===== src/rtl/pipe_regs_if.sv =====
// Pipeline-register chain bus: per-boundary payload/valid plus stall/flush control and retire/perf outputs.
// The master side (core top) drives payloads and control; the slave side (pipe_regs) returns registered state.
interface pipe_regs_if #(
    parameter int unsigned STAGES        = 4,
    parameter int unsigned PAYLOAD_WIDTH = 64,
    parameter int unsigned DATA_WIDTH    = 32
);
    localparam int unsigned BUS_WIDTH = STAGES * PAYLOAD_WIDTH;

    logic                  in_valid;
    logic [BUS_WIDTH-1:0]  stage_d;
    logic [STAGES-1:0]     stall;
    logic [STAGES-1:0]     flush;
    logic [BUS_WIDTH-1:0]  stage_q;
    logic [STAGES-1:0]     valid_q;
    logic                  retire;
    logic [DATA_WIDTH-1:0] retire_count;
    logic [DATA_WIDTH-1:0] stall_count;

    modport master (
        output in_valid, stage_d, stall, flush,
        input  stage_q, valid_q, retire, retire_count, stall_count
    );

    modport slave (
        input  in_valid, stage_d, stall, flush,
        output stage_q, valid_q, retire, retire_count, stall_count
    );
endinterface


===== src/rtl/pipe_regs.sv =====
// Parametrised pipeline-register chain with per-boundary stall/flush, bubble insertion,
// a combinational retire pulse and wrapping retire/stall performance counters.
module pipe_regs #(
    parameter int unsigned              DATA_WIDTH    = 32,
    parameter int unsigned              STAGES        = 4,
    parameter int unsigned              PAYLOAD_WIDTH = 64,
    parameter logic [PAYLOAD_WIDTH-1:0] BUBBLE        = PAYLOAD_WIDTH'(32'h0000_0013)
) (
    input  logic       clk,
    input  logic       rst,
    pipe_regs_if.slave bus
);

    logic [STAGES-1:0]     es_c;
    logic [STAGES-1:0]     up_valid_c;
    logic [STAGES-1:0]     up_stall_c;
    logic [STAGES-1:0]     valid_vec;
    logic                  retire_c;
    logic                  stall_any_c;
    logic [DATA_WIDTH-1:0] retire_cnt_d, retire_cnt_q;
    logic [DATA_WIDTH-1:0] stall_cnt_d, stall_cnt_q;

    // Upstream view for each boundary: boundary 0 is fed by the pipeline input.
    assign up_valid_c = {valid_vec[STAGES-2:0], bus.in_valid};
    assign up_stall_c = {bus.stall[STAGES-2:0], 1'b0};

    for (genvar g = 0; g < STAGES; g++) begin : g_stage
        logic                     v_d, v_q;
        logic [PAYLOAD_WIDTH-1:0] p_d, p_q;

        // A stall anywhere downstream freezes this boundary too.
        assign es_c[g] = |bus.stall[STAGES-1:g];

        always_comb begin
            v_d = v_q;
            p_d = p_q;
            if (bus.flush[g]) begin
                v_d = 1'b0;
                p_d = BUBBLE;
            end else if (!es_c[g]) begin
                if (up_stall_c[g]) begin
                    v_d = 1'b0;
                    p_d = BUBBLE;
                end else begin
                    v_d = up_valid_c[g];
                    p_d = bus.stage_d[g*PAYLOAD_WIDTH +: PAYLOAD_WIDTH];
                end
            end
        end

        always_ff @(posedge clk) begin
            if (rst) begin
                v_q <= 1'b0;
                p_q <= BUBBLE;
            end else begin
                v_q <= v_d;
                p_q <= p_d;
            end
        end

        assign valid_vec[g]                                     = v_q;
        assign bus.stage_q[g*PAYLOAD_WIDTH +: PAYLOAD_WIDTH]    = p_q;
    end

    assign bus.valid_q = valid_vec;

    // The oldest entry leaves only if it is valid, not held and not squashed.
    assign retire_c    = valid_vec[STAGES-1] & ~es_c[STAGES-1] & ~bus.flush[STAGES-1];
    assign stall_any_c = |bus.stall;

    always_comb begin
        retire_cnt_d = retire_cnt_q + DATA_WIDTH'(retire_c);
        stall_cnt_d  = stall_cnt_q + DATA_WIDTH'(stall_any_c);
    end

    always_ff @(posedge clk) begin
        if (rst) begin
            retire_cnt_q <= '0;
            stall_cnt_q  <= '0;
        end else begin
            retire_cnt_q <= retire_cnt_d;
            stall_cnt_q  <= stall_cnt_d;
        end
    end

    assign bus.retire       = retire_c;
    assign bus.retire_count = retire_cnt_q;
    assign bus.stall_count  = stall_cnt_q;

endmodule


===== src/flat_wrapper.sv =====
// flat-port wrapper written by rule: the top's interface ports become plain ports
module pipe_regs_flat 
#(
    parameter int unsigned              DATA_WIDTH    = 32,
    parameter int unsigned              STAGES        = 4,
    parameter int unsigned              PAYLOAD_WIDTH = 64,
    parameter logic [PAYLOAD_WIDTH-1:0] BUBBLE        = PAYLOAD_WIDTH'(32'h0000_0013)
)
  (clk, rst, bus_in_valid, bus_stage_d, bus_stall, bus_flush, bus_stage_q, bus_valid_q, bus_retire, bus_retire_count, bus_stall_count);
  pipe_regs_if #(.STAGES(STAGES), .PAYLOAD_WIDTH(PAYLOAD_WIDTH), .DATA_WIDTH(DATA_WIDTH)) bus_i ();
  input  logic clk;
  input  logic rst;
  input wire logic [$bits(bus_i.in_valid)-1:0] bus_in_valid;
  input wire logic [$bits(bus_i.stage_d)-1:0] bus_stage_d;
  input wire logic [$bits(bus_i.stall)-1:0] bus_stall;
  input wire logic [$bits(bus_i.flush)-1:0] bus_flush;
  output wire logic [$bits(bus_i.stage_q)-1:0] bus_stage_q;
  output wire logic [$bits(bus_i.valid_q)-1:0] bus_valid_q;
  output wire logic [$bits(bus_i.retire)-1:0] bus_retire;
  output wire logic [$bits(bus_i.retire_count)-1:0] bus_retire_count;
  output wire logic [$bits(bus_i.stall_count)-1:0] bus_stall_count;
  assign bus_i.in_valid = bus_in_valid;
  assign bus_i.stage_d = bus_stage_d;
  assign bus_i.stall = bus_stall;
  assign bus_i.flush = bus_flush;
  assign bus_stage_q = bus_i.stage_q;
  assign bus_valid_q = bus_i.valid_q;
  assign bus_retire = bus_i.retire;
  assign bus_retire_count = bus_i.retire_count;
  assign bus_stall_count = bus_i.stall_count;
  pipe_regs #(.DATA_WIDTH(DATA_WIDTH), .STAGES(STAGES), .PAYLOAD_WIDTH(PAYLOAD_WIDTH), .BUBBLE(BUBBLE)) u_core (.clk(clk), .rst(rst), .bus(bus_i));
endmodule

===== config.mk =====
export PLATFORM = sky130hd
export DESIGN_NAME = pipe_regs_flat
export DESIGN_NICKNAME = d
export VERILOG_FILES = /design/src/rtl/pipe_regs_if.sv /design/src/rtl/pipe_regs.sv /design/src/flat_wrapper.sv
export SDC_FILE = /design/constraint.sdc
export NUM_CORES = 1
export LEC_CHECK = 0
export ABC_AREA = 1
export ABC_CLOCK_PERIOD_IN_PS = 2100
export CAP_MARGIN = 20
export CORE_AREA = 2 2 233 235
export DETAILED_ROUTE_END_ITERATION = 6
export DIE_AREA = 0 0 235 237
export PLACE_DENSITY = 0.49
export RECOVER_POWER = 50
export SYNTH_ARGS = -nofsm -noshare
export SYNTH_HDL_FRONTEND = slang
export SYNTH_SLANG_ARGS = --single-unit

===== constraint.sdc =====
create_clock -name clk -period 2.1 [get_ports clk]
set_input_delay 0.21 -clock clk [delete_from_list [all_inputs] [get_ports clk]]
set_output_delay 0.21 -clock clk [all_outputs]
set_load 0.02 [all_outputs]

==> impl_metrics.env <==
export IMPL_status="complete, no violations"
export IMPL_ant_nets=0
export IMPL_cp_max_fo=3
export IMPL_gp_congestion=0.883
export IMPL_worstSetupStartpointType="flip-flop"
export IMPL_wl_met1_um=20400
export IMPL_placed_cell_area_mm2=0.0190
export IMPL_tightest_slew_ns=0.722
export IMPL_cp_end_kind="output pin"
export IMPL_yosys_warnings=0
export IMPL_synth_seq_cells=324
export IMPL_setup_viol=0
export IMPL_slew_violations=0
export IMPL_cts_root_buf="clkbuf_16"
export IMPL_drc=0
export IMPL_crit_path_end="bus_retire"
export IMPL_max_freq_ghz=0.507
export IMPL_hpwl_um=38000
export IMPL_vias_per_cell=4.29
export IMPL_h_tree_depth=2
export IMPL_critPathArrivalTime_ns=1.76
export IMPL_cts_sinks=324
export IMPL_hold_viol=0
export IMPL_crit_start="u_core.g_stage[3].v_q$_SDFFE_PP0N_"
export IMPL_vias=12700
export IMPL_synthTopCellsByArea="dfxtp_1 53%, nand2_1 17%, a21oi_1 9.7%, nor2_1 7.8%, o21ai_0 2.4%"
export IMPL_instances_no_fill=2966
export IMPL_rsz0062_at_grt="no"
export IMPL_slew_headroom_pct=51.9
export IMPL_fin_crit_ns=1.97
export IMPL_synth_top_cell_by_area="dfxtp_1"
export IMPL_postCtsSetupBuffers=0
export IMPL_io_pins=592
export IMPL_coreArea_mm2=0.0533
export IMPL_drv_cap=0
export IMPL_min_period_over_period_pct=94.0
export IMPL_ys_seq_area_share_pct=53.4
export IMPL_peakVddDrop_mv=0.435
export IMPL_grtUsageTotal_pct=17.4
export IMPL_clockBufferDepth=3
export IMPL_reg2reg_setup_slack_ns=0.26
export IMPL_numPortBuffers=591
export IMPL_wl_per_cell_um=17.0
export IMPL_synth_area_mm2=0.0121
export IMPL_fin_area_mm2=0.0202
export IMPL_hold_buffers=0
export IMPL_path_class="reg -> out"
export IMPL_syn_num_nets=1909
export IMPL_syn_avg_cell_area_um2=7.41
export IMPL_finClkSkew_ns=0.0148
export IMPL_clock_latency_ns=0.54
export IMPL_power_density_mw_per_mm2=709
export IMPL_cts_buffers=42
export IMPL_die_y_um=237
export IMPL_first_pass_iters=5
export IMPL_report_power_total_mw=14.3
export IMPL_clkTransAtPathRegs_ns=0.05
export IMPL_required_ns=1.89
export IMPL_r2r_cells=11
export IMPL_antenna_found_initial=10
export IMPL_finish_net_count=2505
export IMPL_grt_max_degree=66
export IMPL_synth_top_area_share_pct=53.4
export IMPL_drt_iter0_markers=612
export IMPL_cts_tree="yes"
export IMPL_wl_met2_um=24300
export IMPL_overflow=0
export IMPL_area_growth_syn_to_layout_pct=66.5
export IMPL_min_delay_start="bus_stall[3]"
export IMPL_grt_first_pass_wirelength_um=75800
export IMPL_dp_cells=2886
export IMPL_r2r_end="u_core.bus.retire_count[21]$_SDFF_PP0_"
export IMPL_die_w_um=235
export IMPL_ys_types=27
export IMPL_worstReg2RegStart="u_core.g_stage[3].v_q$_SDFFE_PP0N_"
export IMPL_finalSetupTns_ns=0
export IMPL_grt_pass1_vias=12700
export IMPL_rows=85
export IMPL_dr_wl_met3_um=4310
export IMPL_top_layer="met5"
export IMPL_drive_above_1_share_pct=5.38
export IMPL_synth_cells=1638
export IMPL_min_path_type="in -> reg"
export IMPL_initial_utilization_pct=22.8
export IMPL_die_area_mm2=0.0557
export IMPL_wirelength_um=50500
export IMPL_p_leak_nw=7.05
-- worst min-delay path by stage --
stage	slack (ns)	depth (start not counted)	to
2_1_floorplan	0.32	2	u_core.g_stage[0].p_q[0]$_SDFFE_PP1P_
3_3_place_gp	0.45	2	u_core.g_stage[1].p_q[15]$_SDFFE_PP0N_
3_5_place_dp	0.45	2	u_core.g_stage[3].p_q[10]$_SDFFE_PP0N_
4_1_cts	0.17	3	u_core.g_stage[2].p_q[7]$_SDFFE_PP0N_
5_1_grt	0.19	3	u_core.g_stage[2].p_q[16]$_SDFFE_PP0N_
6_report	0.20	4	u_core.g_stage[3].p_q[6]$_SDFFE_PP0N_
-- layout by cell type (no fill, tap or decap), types with 4 or more instances in the layout --
cell type        synthesis  layout
a21oi_1                236     236
clkdlybuf4s50_1          0     548
buf_12                   0       8
clkinv_4                 0       4
clkbuf_8                 0       8
ha_1                     4       4
o21ai_0                 58      58
o22ai_1                  9       9
dlygate4sd3_1            0      42
clkbuf_4                 0       4
o21a_1                   4       4
xor2_1                   7       7
clkbuf_2                 0       6
clkinv_2                 0       7
nor2_2                   5       6
nand2_1                553     554
inv_1                   41      43
clkbuf_1                35      20
nand3_1                 35      35
clkbuf_16                0      43
nor2_1                 251     251
buf_4                   10      25
dfxtp_1                324     324
diode_2                  0       4
-- power breakdown --
group	switching [mW]	leakage (nW)	total [mW]	internal, mW
Clock	2.77	0.651	6.83	4.06
Sequential	0.0422	2.62	6.27	6.22
Combinational	0.555	3.78	1.23	0.677
-- what timing repair did --
| action | CTS | global route |
|---|---|---|
| setup endpoints to repair | 0 | 1 |
| endpoints found under the hold margin | 0 | 0 |
| resized for setup | 0 | 1 |
-- kinds of logic after synthesis --
| kind of cell | count (synthesis) | share of synthesized area, % |
|---|---|---|
| compound gates | 307 | 12.8 |
| xor+xnor | 8 | 0.577 |
| fa+ha+maj | 4 | 0.412 |
| buf+inv | 138 | 5.39 |
| flops | 324 | 53.4 |
| simple gates | 857 | 27.4 |
-- cell usage after synthesis (all sizes together) --
library cell,number
ha,4
nand2,554
xnor2,1
and3,2
inv,47
xor2,7
dfxtp,324
or2,3
clkbuf,35
buf,55
a21oi,236
o21a,4
nor2,258
nor3,2
o21ai,58
o22ai,9
and2,3
clkinv,1
nand3,35
-- state kept, by name (all words and copies together) (netlist names) --
signal / flops
u_core.bus.retire_count: 32
u_core.bus.stall_count: 32
u_core.g_stage.p_q: 256
u_core.g_stage.v_q: 4
-- final cells by class --
class                   instances  area [um2]
diodes                          4        10.0
clock buffers                  64        1230
clock inverters                12        78.8
fillers                      5544       33100
inverters                      48         183
multi-input cells            1176        4990
flip-flops and latches        324        6490
well taps                     696         871
repair buffers                642        6360
-- routing by layer --
layer	up-vias	global-route usage, %
met1	5806	20.0
met5	-	0
li1	6420	-
met2	414	29.8
met3	85	6.32
met4	12	6.31
-- critical path, stage by stage, from the launching register on --
cell and delay, ns:
dfxtp_1 0.34, nand2_1 0.07, nor2_2 0.10, buf_4 0.11, clkdlybuf4s50_1 0.59
-- through the flow --
stage / worst slack (ns) / hold slack (ns) / utilization, %
2_1_floorplan: 0.00936 / 0.323 / -
3_3_place_gp: -0.125 / 0.447 / 35.7
3_5_place_dp: -0.186 / 0.453 / 35.7
4_1_cts: 0.0720 / 0.167 / 38.2
5_1_grt: 0.0276 / 0.191 / 37.9
6_report: 0.127 / 0.203 / 37.9
(Power assumes the default switching activity.)
